### src/rtl/tdc_result_tx_if.sv
// Result-in / UART-byte-out bundle for the TDC result framer.
// master = readout logic + UART TX core side, slave = framer.
interface tdc_result_tx_if #(
  parameter int FIFO_DEPTH = 4
);
  localparam int CW = $clog2(FIFO_DEPTH) + 1;

  logic [31:0]   result;
  logic          result_valid;
  logic          enable;
  logic          clear_ovf;
  logic [7:0]    tx_data;
  logic          new_tx_data;
  logic          tx_busy;
  logic [CW-1:0] fifo_count;
  logic          overflow;
  logic          frame_done;

  modport master (
    output result, result_valid, enable, clear_ovf, tx_busy,
    input  tx_data, new_tx_data, fifo_count, overflow, frame_done
  );

  modport slave (
    input  result, result_valid, enable, clear_ovf, tx_busy,
    output tx_data, new_tx_data, fifo_count, overflow, frame_done
  );
endinterface

### src/rtl/tdc_result_tx.sv
// Buffers 32-bit TDC results and frames each one as
// HEADER, seq, 4 result bytes (MSB first), XOR checksum onto the UART TX handshake.
module tdc_result_tx #(
  parameter int         FIFO_DEPTH = 4,
  parameter logic [7:0] HEADER     = 8'hA5
) (
  input logic            clk,
  input logic            rst,
  tdc_result_tx_if.slave bus
);
  localparam int AW = $clog2(FIFO_DEPTH);
  localparam int CW = AW + 1;

  typedef enum logic [1:0] {IDLE, SEND, GAP} state_t;

  state_t        state, state_nxt;
  logic [31:0]   mem [FIFO_DEPTH];
  logic [AW-1:0] wr_ptr, rd_ptr;
  logic [CW-1:0] count;
  logic          full, push, pop, send, done, ovf;
  logic [31:0]   word;
  logic [2:0]    idx;
  logic [7:0]    seq, cur_byte, tx_last, chk;

  // A full FIFO drops the new result even if the head is popped this cycle.
  assign full = (count == CW'(FIFO_DEPTH));
  assign push = bus.result_valid && !full;

  always_ff @(posedge clk)
    if (push) mem[wr_ptr] <= bus.result;

  always_ff @(posedge clk or negedge rst)
    if (!rst) begin
      wr_ptr <= '0;
      rd_ptr <= '0;
      count  <= '0;
      ovf    <= 1'b0;
    end else begin
      if (push) wr_ptr <= wr_ptr + AW'(1);
      if (pop)  rd_ptr <= rd_ptr + AW'(1);
      case ({push, pop})
        2'b10:   count <= count + CW'(1);
        2'b01:   count <= count - CW'(1);
        default: ;
      endcase
      // A fresh drop beats a simultaneous clear.
      if (bus.result_valid && full) ovf <= 1'b1;
      else if (bus.clear_ovf)       ovf <= 1'b0;
    end

  always_ff @(posedge clk or negedge rst)
    if (!rst) state <= IDLE;
    else      state <= state_nxt;

  always_comb begin
    state_nxt = state;
    case (state)
      IDLE:    if (bus.enable && count != '0) state_nxt = SEND;
      SEND:    if (!bus.tx_busy)              state_nxt = GAP;
      GAP:     state_nxt = (idx == 3'd6) ? IDLE : SEND;
      default: state_nxt = IDLE;
    endcase
  end

  always_comb begin
    pop  = (state == IDLE) && bus.enable && (count != '0);
    send = (state == SEND) && !bus.tx_busy;
    done = (state == GAP) && (idx == 3'd6);
  end

  assign chk = seq ^ word[31:24] ^ word[23:16] ^ word[15:8] ^ word[7:0];

  always_comb begin
    case (idx)
      3'd0:    cur_byte = HEADER;
      3'd1:    cur_byte = seq;
      3'd2:    cur_byte = word[31:24];
      3'd3:    cur_byte = word[23:16];
      3'd4:    cur_byte = word[15:8];
      3'd5:    cur_byte = word[7:0];
      default: cur_byte = chk;
    endcase
  end

  always_ff @(posedge clk or negedge rst)
    if (!rst) begin
      word    <= '0;
      idx     <= '0;
      seq     <= '0;
      tx_last <= '0;
    end else begin
      if (pop) begin
        word <= mem[rd_ptr];
        idx  <= '0;
      end
      if (state == GAP && !done) idx <= idx + 3'd1;
      if (done) seq <= seq + 8'd1;
      if (send) tx_last <= cur_byte;
    end

  // Byte goes out in the SEND cycle itself; between strobes tx_data keeps the last byte.
  assign bus.tx_data     = send ? cur_byte : tx_last;
  assign bus.new_tx_data = send;
  assign bus.frame_done  = done;
  assign bus.fifo_count  = count;
  assign bus.overflow    = ovf;
endmodule
### src/flat_wrapper.sv
// flat-port wrapper written by rule: the top's interface ports become plain ports
module tdc_result_tx_flat 
#(
  parameter int         FIFO_DEPTH = 4,
  parameter logic [7:0] HEADER     = 8'hA5
)
  (clk, rst, bus_result, bus_result_valid, bus_enable, bus_clear_ovf, bus_tx_busy, bus_tx_data, bus_new_tx_data, bus_fifo_count, bus_overflow, bus_frame_done);
  tdc_result_tx_if #(.FIFO_DEPTH(FIFO_DEPTH)) bus_i ();
  input logic clk;
  input logic rst;
  input wire logic [$bits(bus_i.result)-1:0] bus_result;
  input wire logic [$bits(bus_i.result_valid)-1:0] bus_result_valid;
  input wire logic [$bits(bus_i.enable)-1:0] bus_enable;
  input wire logic [$bits(bus_i.clear_ovf)-1:0] bus_clear_ovf;
  input wire logic [$bits(bus_i.tx_busy)-1:0] bus_tx_busy;
  output wire logic [$bits(bus_i.tx_data)-1:0] bus_tx_data;
  output wire logic [$bits(bus_i.new_tx_data)-1:0] bus_new_tx_data;
  output wire logic [$bits(bus_i.fifo_count)-1:0] bus_fifo_count;
  output wire logic [$bits(bus_i.overflow)-1:0] bus_overflow;
  output wire logic [$bits(bus_i.frame_done)-1:0] bus_frame_done;
  assign bus_i.result = bus_result;
  assign bus_i.result_valid = bus_result_valid;
  assign bus_i.enable = bus_enable;
  assign bus_i.clear_ovf = bus_clear_ovf;
  assign bus_i.tx_busy = bus_tx_busy;
  assign bus_tx_data = bus_i.tx_data;
  assign bus_new_tx_data = bus_i.new_tx_data;
  assign bus_fifo_count = bus_i.fifo_count;
  assign bus_overflow = bus_i.overflow;
  assign bus_frame_done = bus_i.frame_done;
  tdc_result_tx #(.FIFO_DEPTH(FIFO_DEPTH), .HEADER(HEADER)) u_core (.clk(clk), .rst(rst), .bus(bus_i));
endmodule
### config.mk
export PLATFORM = sky130hd
export DESIGN_NAME = tdc_result_tx_flat
export DESIGN_NICKNAME = d
export VERILOG_FILES = /design/src/rtl/tdc_result_tx_if.sv /design/src/rtl/tdc_result_tx.sv /design/src/flat_wrapper.sv
export SDC_FILE = /design/constraint.sdc
export NUM_CORES = 1
export LEC_CHECK = 0
export ABC_AREA = 1
export BUFFER_PORTS_ARGS = -buffer_cell sky130_fd_sc_hd__buf_4
export CAP_MARGIN = 10
export CELL_PAD_IN_SITES_DETAIL_PLACEMENT = 0
export CELL_PAD_IN_SITES_GLOBAL_PLACEMENT = 1
export CORE_MARGIN = 1.5
export CORE_UTILIZATION = 52
export CTS_CLUSTER_DIAMETER = 80
export DETAILED_ROUTE_END_ITERATION = 12
export PLACE_DENSITY_LB_ADDON = 0.1
export SYNTH_ARGS = -nofsm -noshare
export SYNTH_HDL_FRONTEND = slang
export SYNTH_SLANG_ARGS = --single-unit
### constraint.sdc
create_clock -name clk -period 3.8 [get_ports clk]
set_input_delay 0.38 -clock clk [delete_from_list [all_inputs] [get_ports clk]]
set_output_delay 0.38 -clock clk [all_outputs]
set_load 0.1 [all_outputs]
==> reports/results.md, run 1 <==
| Metric | This run | Unit |
| --- | --- | --- |
| Cell area after synthesis | 8230 | sq um |
| Buffers inserted by post-CTS timing repair | 0 | - |
| Reg-to-reg critical path startpoint | u_core.idx[2] | - |
| Clock latency reported for the late side of the worst-skew pair | 0.43 | ns |
| Placed wire-length estimate | 11700 | um |
| Worst setup slack for register-to-register paths | 1.48 | ns |
| Worst slack after detailed placement | 0.720 | ns |
| Async set or reset register ratio after synthesis | 0.323 | - |
| Gr usage total | 0.237 | - |
| Maximum clock skew at final layout | 0.00835 | ns |
| TritonCTS clock tree | done | - |
| Antenna violations before repair | 0 | - |
| Number of violations of the max-capacitance limit | 0 | - |
| Number of antenna diodes | 0 | - |
| Number of violations reported at the end of detailed-routing iteration 0 | 444 | - |
| Slew Viols, Final | 0 | - |
| Initial core utilization | 0.537 | - |
| Maximum buffer depth of the clock tree | 2 | - |
| Total wire length | 17900 | um |
| Data required time of the worst path | 3.42 | ns |
| Peak fanout along the critical path | 14 | - |
| Site row count | 45 | - |
| Total of flip-flops plus latches after synthesis | 189 | - |
| Status | finished, final reports clean | - |
| Synthesized area per cell | 10.3 | sq um |
| Post-route ant nets | 0 | - |
| Die Wd | 129 | um |
| Pwr Density | 861 | nW/um^2 |
| Sink Count | 189 | - |
| Final critical-path share of the clock period | 0.880 | - |
| Post-route worst setup slack | 0.456 | ns |
| DIE AREA | 16600 | sq um |
| Most frequent cells in the layout | nand2_1 (163), edfxtp_1 (128), nor2_1 (113) | - |
| Ys flop type | edfxtp_1 | - |
| Leading cell type in the layout, fill and taps excluded | nand2_1 | - |
| Post-synth EDFFs | 128 | - |
| Number of endpoints failing setup at the final stage | 0 | - |
| Transition time at the pin with the least slew margin | 0.998 | ns |
| Routability Congestion | 0.863 | - |
| Synth Instances | 795 | - |
| Clk slew on worst S/H paths | 0.07 | ns |
| CP arrival | 2.96 | ns |
| Num ports | 52 | - |
| Number of hold violations in the final report | 0 | - |
| Vertical die dimension | 129 | um |
| Total clock buffers created by CTS | 17 | - |
| Root buf cell | clkbuf_16 | - |
| Total of warnings raised by yosys | 0 | - |
| First-pass iteration count of the detailed router | 4 | - |
| IO Port Bufs | 51 | - |
| Share of synthesized area occupied by flip-flops and latches | 0.653 | - |
| Leakage power figure | 3.83 | nW |
| Total gr overflow | 0 | - |
| Core region area | 15300 | sq um |
| Maximum number of pins on one net before global-route repair | 68 | - |
| Accumulated negative setup slack | 0 | ns |
| Depth of the CTS H-tree | 4 | - |
| Wire length of the first global-routing pass | 29400 | um |
| Nets@finish | 891 | - |
| Vias per Instance | 5.32 | - |
| Area growth syn-to-layout | 13.7 | % |
| Post-route minimum period | 3.34 | ns |
| Reg-to-reg endpoint | u_core.tx_last[1] | - |
| Unrepaired setup endpoints after global routing | false | - |
| Post-route design area | 9360 | sq um |
| IR Drop Worst-Case VDD | 0.621 | mV |
| Count of unique library cells instantiated by Yosys | 26 | - |
| Critical path endpoint category | output port | - |
| Overall via count from detail_route | 5662 | - |
| Routed WL per cell | 16.8 | um |
| Critical Path Source Type | flop | - |
| DRC violations left | 0 | - |
| Via count of the first global-routing pass | 5735 | - |
| Type of the worst min-delay path | primary input to async pin | - |
| Area of placed instances | 8780 | sq um |
| Synth Net Count | 845 | - |
| Slew margin rel. | 0.334 | - |
| Fmax achieved | 299 | MHz |
| Share of layout cells above drive strength 1 | 0.130 | - |
| R2R cell count | 8 | - |
| Type of the worst setup path | flop to output port | - |
[where the power goes]
part	switching, W	leakage (nW)	internal (W)
combinational	0.00238	1.61	0.000877
sequential	0.000303	1.93	0.00278
clock	0.000831	0.288	0.000884
[worst max-delay path by stage]
stage                                        start  cells after the start                to  slack, ns
after floorplan           u_core.bus.fifo_count[1]                      2  u_core.mem[0][0]       0.76
after global placement               u_core.idx[2]                     10    bus_tx_data[5]       0.84
final                                u_core.idx[2]                     10    bus_tx_data[2]       0.46
after global routing                 u_core.idx[2]                     10    bus_tx_data[5]       0.15
after detailed placement             u_core.idx[2]                     10    bus_tx_data[5]       0.72
after CTS                            u_core.idx[2]                     10    bus_tx_data[7]       0.25
[area by class of cell]
cell class                 instances  area, sq um
fill                            1306         5960
multi-input combinational        505         2440
clock inverter                    15          153
timing repair buffer              60          450
clock buffer                      17          425
tap                              211          264
inverter                          68          255
sequential                       189         5370
[worst max-delay path, stage by stage (launching register included)]
cell,delay (ns)
dfrtp_1,0.59
inv_1,0.31
ha_1,0.41
nor2_2,0.14
nand2_1,0.07
nor2_2,0.35
nor2_1,0.08
a21oi_1,0.14
nand2_1,0.07
nand2_1,0.07
buf_4,0.29
[routing by layer]
metal  share of wire  wire (um)  GRT usage  up-vias
li1                -          -          -     2762
met1            0.46       8330      0.324     2731
met2            0.47       8480      0.386      143
met3           0.042        751     0.0395       26
met4           0.020        362     0.0853        0
met5               0          0          0        -
[timing repair]
item                                    in CTS  in global routing
endpoints found under the setup margin       0                  3
hold buffers                                 0                  0
resized for setup                            0                  1
[sequential cells by signal, indices dropped and copies added, names as in the netlist]
| signal | cells |
|---|---|
| u_core.seq | 8 |
| u_core.state | 2 |
| u_core.word | 32 |
| u_core.mem | 128 |
| u_core.wr_ptr | 2 |
| u_core.rd_ptr | 2 |
| u_core.idx | 3 |
| u_core.bus.overflow | 1 |
| u_core.bus.fifo_count | 3 |
| u_core.tx_last | 8 |
[logic make-up (layout without fill, tap and decap cells)]
group / after synthesis / count (layout) / synth area share
AOI/OAI and AO/OA: 132 / 132 / 0.0871
xor gates and xnor gates: 19 / 19 / 0.0202
adders and majority gates: 12 / 12 / 0.0192
buffers and inverters: 101 / 160 / 0.0529
DFF: 189 / 189 / 0.653
and+or+nand+nor: 342 / 342 / 0.168
[through the flow]
stage	std cells	hold WS, ns	total power, W	util
floorplan	795	0.0844	0.00550	-
global placement	1033	0.466	0.00631	0.573
detailed placement	1033	0.468	0.00638	0.573
CTS	1065	0.0811	0.00811	0.611
global route	1065	0.106	0.00860	0.611
finish	1065	0.0271	0.00805	0.611
[Yosys cell counts (all sizes together) (5+ instances only)]
| cell | count | area, sq um |
|---|---|---|
| buf | 20 | 131 |
| edfxtp | 128 | 3840 |
| a21oi | 5 | 25.0 |
| o22ai | 24 | 150 |
| nor2 | 123 | 474 |
| clkbuf | 13 | 48.8 |
| o21ai | 94 | 470 |
| nand2 | 164 | 618 |
| inv | 68 | 255 |
| ha | 11 | 138 |
| xor2 | 15 | 131 |
| a31oi | 8 | 50.1 |
| dfrtp | 61 | 1530 |
| nand3 | 50 | 250 |
No activity file was read; power rests on OpenSTA's default activity.
==> inputs of run 2 (changes only) <==
--- a/config.mk
+++ b/config.mk
@@ -5,13 +5,12 @@
 export SDC_FILE = /design/constraint.sdc
 export NUM_CORES = 1
 export LEC_CHECK = 0
-export ABC_AREA = 1
 export BUFFER_PORTS_ARGS = -buffer_cell sky130_fd_sc_hd__buf_4
 export CAP_MARGIN = 10
 export CELL_PAD_IN_SITES_DETAIL_PLACEMENT = 0
 export CELL_PAD_IN_SITES_GLOBAL_PLACEMENT = 1
 export CORE_MARGIN = 1.5
-export CORE_UTILIZATION = 52
+export CORE_UTILIZATION = 56
 export CTS_CLUSTER_DIAMETER = 80
 export DETAILED_ROUTE_END_ITERATION = 12
 export PLACE_DENSITY_LB_ADDON = 0.1
==> reports/results.md, run 2 <==
| Metric | This run | Unit |
| --- | --- | --- |
| Final design utilization | 0.672 | - |
| Overall via count from detail_route | 3993 | - |
| Final critical-path share of the clock period | 0.945 | - |
| Leading cell type in the layout, fill and taps excluded | edfxtp_1 | - |
| Reg-to-reg endpoint | u_core.tx_last[7] | - |
| Fmax achieved | 278 | MHz |
| Synthesized area per cell | 17.5 | sq um |
| Total wire length | 14100 | um |
| Most frequent cells in the layout | edfxtp_1 (128), buf_4 (62), dfrtp_1 (60) | - |
| Total of flip-flops plus latches after synthesis | 189 | - |
| Most used standard cells in the synthesized netlist | edfxtp_1 (128), dfrtp_1 (61), mux2_2 (40), mux4_2 (32), xnor2_1 (23) | - |
| Die Wd | 121 | um |
| Routability Congestion | 0.818 | - |
| Site row count | 42 | - |
| Number of endpoints failing setup at the final stage | 0 | - |
| Combinational family with the most area after synthesis | multiplexers | - |
| First element of the critical path | u_core.idx[0] | - |
| Post-synthesis compound-gate area fraction | 0.0327 | - |
| Maximum clock skew at final layout | 0.00506 | ns |
| Maximum buffer depth of the clock tree | 2 | - |
| Multiplexer area fraction after synthesis | 0.151 | - |
| Synth Instances | 446 | - |
| Critical path endpoint category | output port | - |
| Switching power as a share of total power | 0.355 | - |
| Via count of the first global-routing pass | 4194 | - |
| Total gr overflow | 0 | - |
| Antenna violations before repair | 0 | - |
| Ys flop type | edfxtp_1 | - |
| Slew margin rel. | 0.475 | - |
| Cell internal pwr | 0.00495 | W |
| Registers with the highest flip-flop counts | u_core.mem x128, u_core.word x32 | - |
| Clk slew on worst S/H paths | 0.06 | ns |
| Async set or reset register ratio after synthesis | 0.323 | - |
| Vias per Instance | 5.79 | - |
| Nets@finish | 553 | - |
| Cell area after synthesis | 7810 | sq um |
| Initial core utilization | 0.583 | - |
| Depth of the CTS H-tree | 4 | - |
| Number of antenna diodes | 0 | - |
| Met2 routed wirelength | 7010 | um |
| Vertical die dimension | 121 | um |
| Largest area contributor in the netlist | edfxtp_1 | - |
| Sink Count | 189 | - |
| Portion of total power attributed to combinational logic | 0.356 | - |
| Most flops, register | u_core.mem | - |
| Top sig layer | met4 | - |
| Count of unique library cells instantiated by Yosys | 41 | - |
| Num ports | 52 | - |
| Buffers inserted by post-CTS timing repair | 0 | - |
| Fillers | 914 | - |
| Total area of multi-input combinational cells | 2330 | sq um |
| Core region area | 13400 | sq um |
| Gr usage total | 0.214 | - |
| Most numerous cell in the Yosys netlist | edfxtp_1 | - |
| Slew Viols, Final | 0 | - |
| Worst setup slack for register-to-register paths | 1.13 | ns |
| Share of synthesized area occupied by flip-flops and latches | 0.688 | - |
| Synthesized-area fraction occupied by and/or/nand/nor cells | 0.0465 | - |
| Root buf cell | clkbuf_16 | - |
| CP arrival | 3.21 | ns |
| Adder-cell area share of the yosys netlist | 0.0202 | - |
| Area growth syn-to-layout | 15.4 | % |
| Cells resized by post-CTS repair | 0 | - |
| DIE AREA | 14700 | sq um |
| Synth Net Count | 496 | - |
| Post-route minimum period | 3.59 | ns |
| Unrepaired setup endpoints after global routing | false | - |
| Critical Path Source Type | flop | - |
| Count of hold buffers inserted by post-cts repair | 0 | - |
| TritonCTS clock tree | done | - |
| IR Drop Worst-Case VDD | 0.445 | mV |
| Switching power total | 0.00272 | W |
| Largest cells by area after synthesis | edfxtp_1 (49%), dfrtp_1 (20%), mux4_2 (9.2%), mux2_2 (5.8%), xnor2_1 (2.6%) | - |
| Placed wire-length estimate | 9010 | um |
| Relative contribution of the clock network to total power | 0.227 | - |
| Post-synth EDFFs | 128 | - |
| Routed WL per cell | 20.4 | um |
| Number of hold violations in the final report | 0 | - |
| Type of the worst min-delay path | primary input to async pin | - |
| Number of violations reported at the end of detailed-routing iteration 0 | 248 | - |
| Clock latency reported for the late side of the worst-skew pair | 0.42 | ns |
| Reg-to-reg critical path startpoint | u_core.idx[0] | - |
| Number of violations of the max-capacitance limit | 0 | - |
| Wire length of the first global-routing pass | 22900 | um |
| Post-route ant nets | 0 | - |
| R2R cell count | 5 | - |
| Footprint of the flip-flops and latches | 5370 | sq um |
| Metal1 wirelength | 6240 | um |
| Status | finished, final reports clean | - |
| Share of layout cells above drive strength 1 | 0.327 | - |
| Peak fanout along the critical path | 16 | - |
| Part of the power in registers | 0.417 | - |
| DRC violations left | 0 | - |
| IO Port Bufs | 51 | - |
| Met3 Routed Length | 657 | um |
| Accumulated negative setup slack | 0 | ns |
| Transition time at the pin with the least slew margin | 0.787 | ns |
| First-pass iteration count of the detailed router | 5 | - |
| Synthesized-area fraction occupied by xor and xnor cells | 0.0415 | - |
| Area fraction of the dominant cell type after synthesis | 0.492 | - |
| Capture point of the critical path | bus_tx_data[7] | - |
| Leakage power figure | 3.32 | nW |
| Total of warnings raised by yosys | 0 | - |
| Pwr Density | 852 | nW/um^2 |
| Number of flip-flops under the largest register name | 128 | - |
| Type of the worst setup path | flop to output port | - |
| Maximum number of pins on one net before global-route repair | 62 | - |
| Data required time of the worst path | 3.42 | ns |
| Total clock buffers created by CTS | 17 | - |
run 2: cell count changes after synthesis, sizes merged, moves of 40 or more:
cell	before	now
nand3	50	7
mux2	0	40
o21ai	94	3
nor2	123	4
inv	68	13
nand2	164	22
run 2: cells by family (layout without fill, tap and decap cells):
| family | after synthesis | after routing |
|---|---|---|
| AO/OA/AOI/OAI | 31 | 31 |
| XOR/XNOR | 37 | 37 |
| adder cells (fa/ha/maj) | 12 | 12 |
| buffers and inverters | 37 | 105 |
| flip-flops | 189 | 189 |
| multiplexers | 73 | 73 |
| AND/OR/NAND/NOR | 67 | 67 |
run 2: how the worst min path moves through the flow:
stage	from	to	slack (ns)	cells after the start
2_1_floorplan	rst	u_core.bus.fifo_count[0]	0.08	0
3_3_place_gp	u_core.tx_last[3]	u_core.tx_last[3]	0.48	2
3_5_place_dp	u_core.tx_last[1]	u_core.tx_last[1]	0.48	2
4_1_cts	rst	u_core.word[9]	0.06	1
5_1_grt	rst	u_core.word[9]	0.12	1
6_report	rst	u_core.word[9]	0.04	1
run 2: cell type report:
class / count / area share
flip-flops and latches: 189 / 0.596
multi-input cells: 220 / 0.258
repair buffers: 62 / 0.0517
clock buffers: 18 / 0.0476
well taps: 176 / 0.0244
clock inverters: 12 / 0.0162
inverters: 13 / 0.00542
run 2: per-layer routing:
metal | vias up | global-route usage
met3 | 14 | 0.0381
li1 | 1835 | -
met2 | 98 | 0.349
met4 | 0 | 0.0684
met1 | 2046 | 0.298
met5 | - | 0
run 2: per-stage QoR:
step	setup WS, ns	instance area, sq um	hold WS (ns)	std cells	total power [W]
3_3_place_gp	0.724	8430	0.483	660	0.00594
4_1_cts	0.189	9010	0.0564	690	0.00777
3_5_place_dp	0.655	8430	0.484	660	0.00601
6_report	0.209	9010	0.0361	690	0.00768
5_1_grt	0.0842	9010	0.115	690	0.00805
2_1_floorplan	0.245	7850	0.0844	446	0.00528
run 2: power groups by stage:
stage          clock [W]  combinational, W  sequential, W
2_1_floorplan          0           0.00209        0.00319
3_3_place_gp           0           0.00271        0.00322
3_5_place_dp           0           0.00277        0.00325
4_1_cts          0.00178           0.00278        0.00321
5_1_grt          0.00184           0.00294        0.00327
6_report         0.00174           0.00274        0.00320
run 2: worst max-delay path: stages, from the launching register on:
cell     delay, ns
dfrtp_1       0.42
ha_1          0.21
ha_1          0.30
or4_1         0.84
or3_1         0.48
a32o_1        0.29
buf_4         0.24
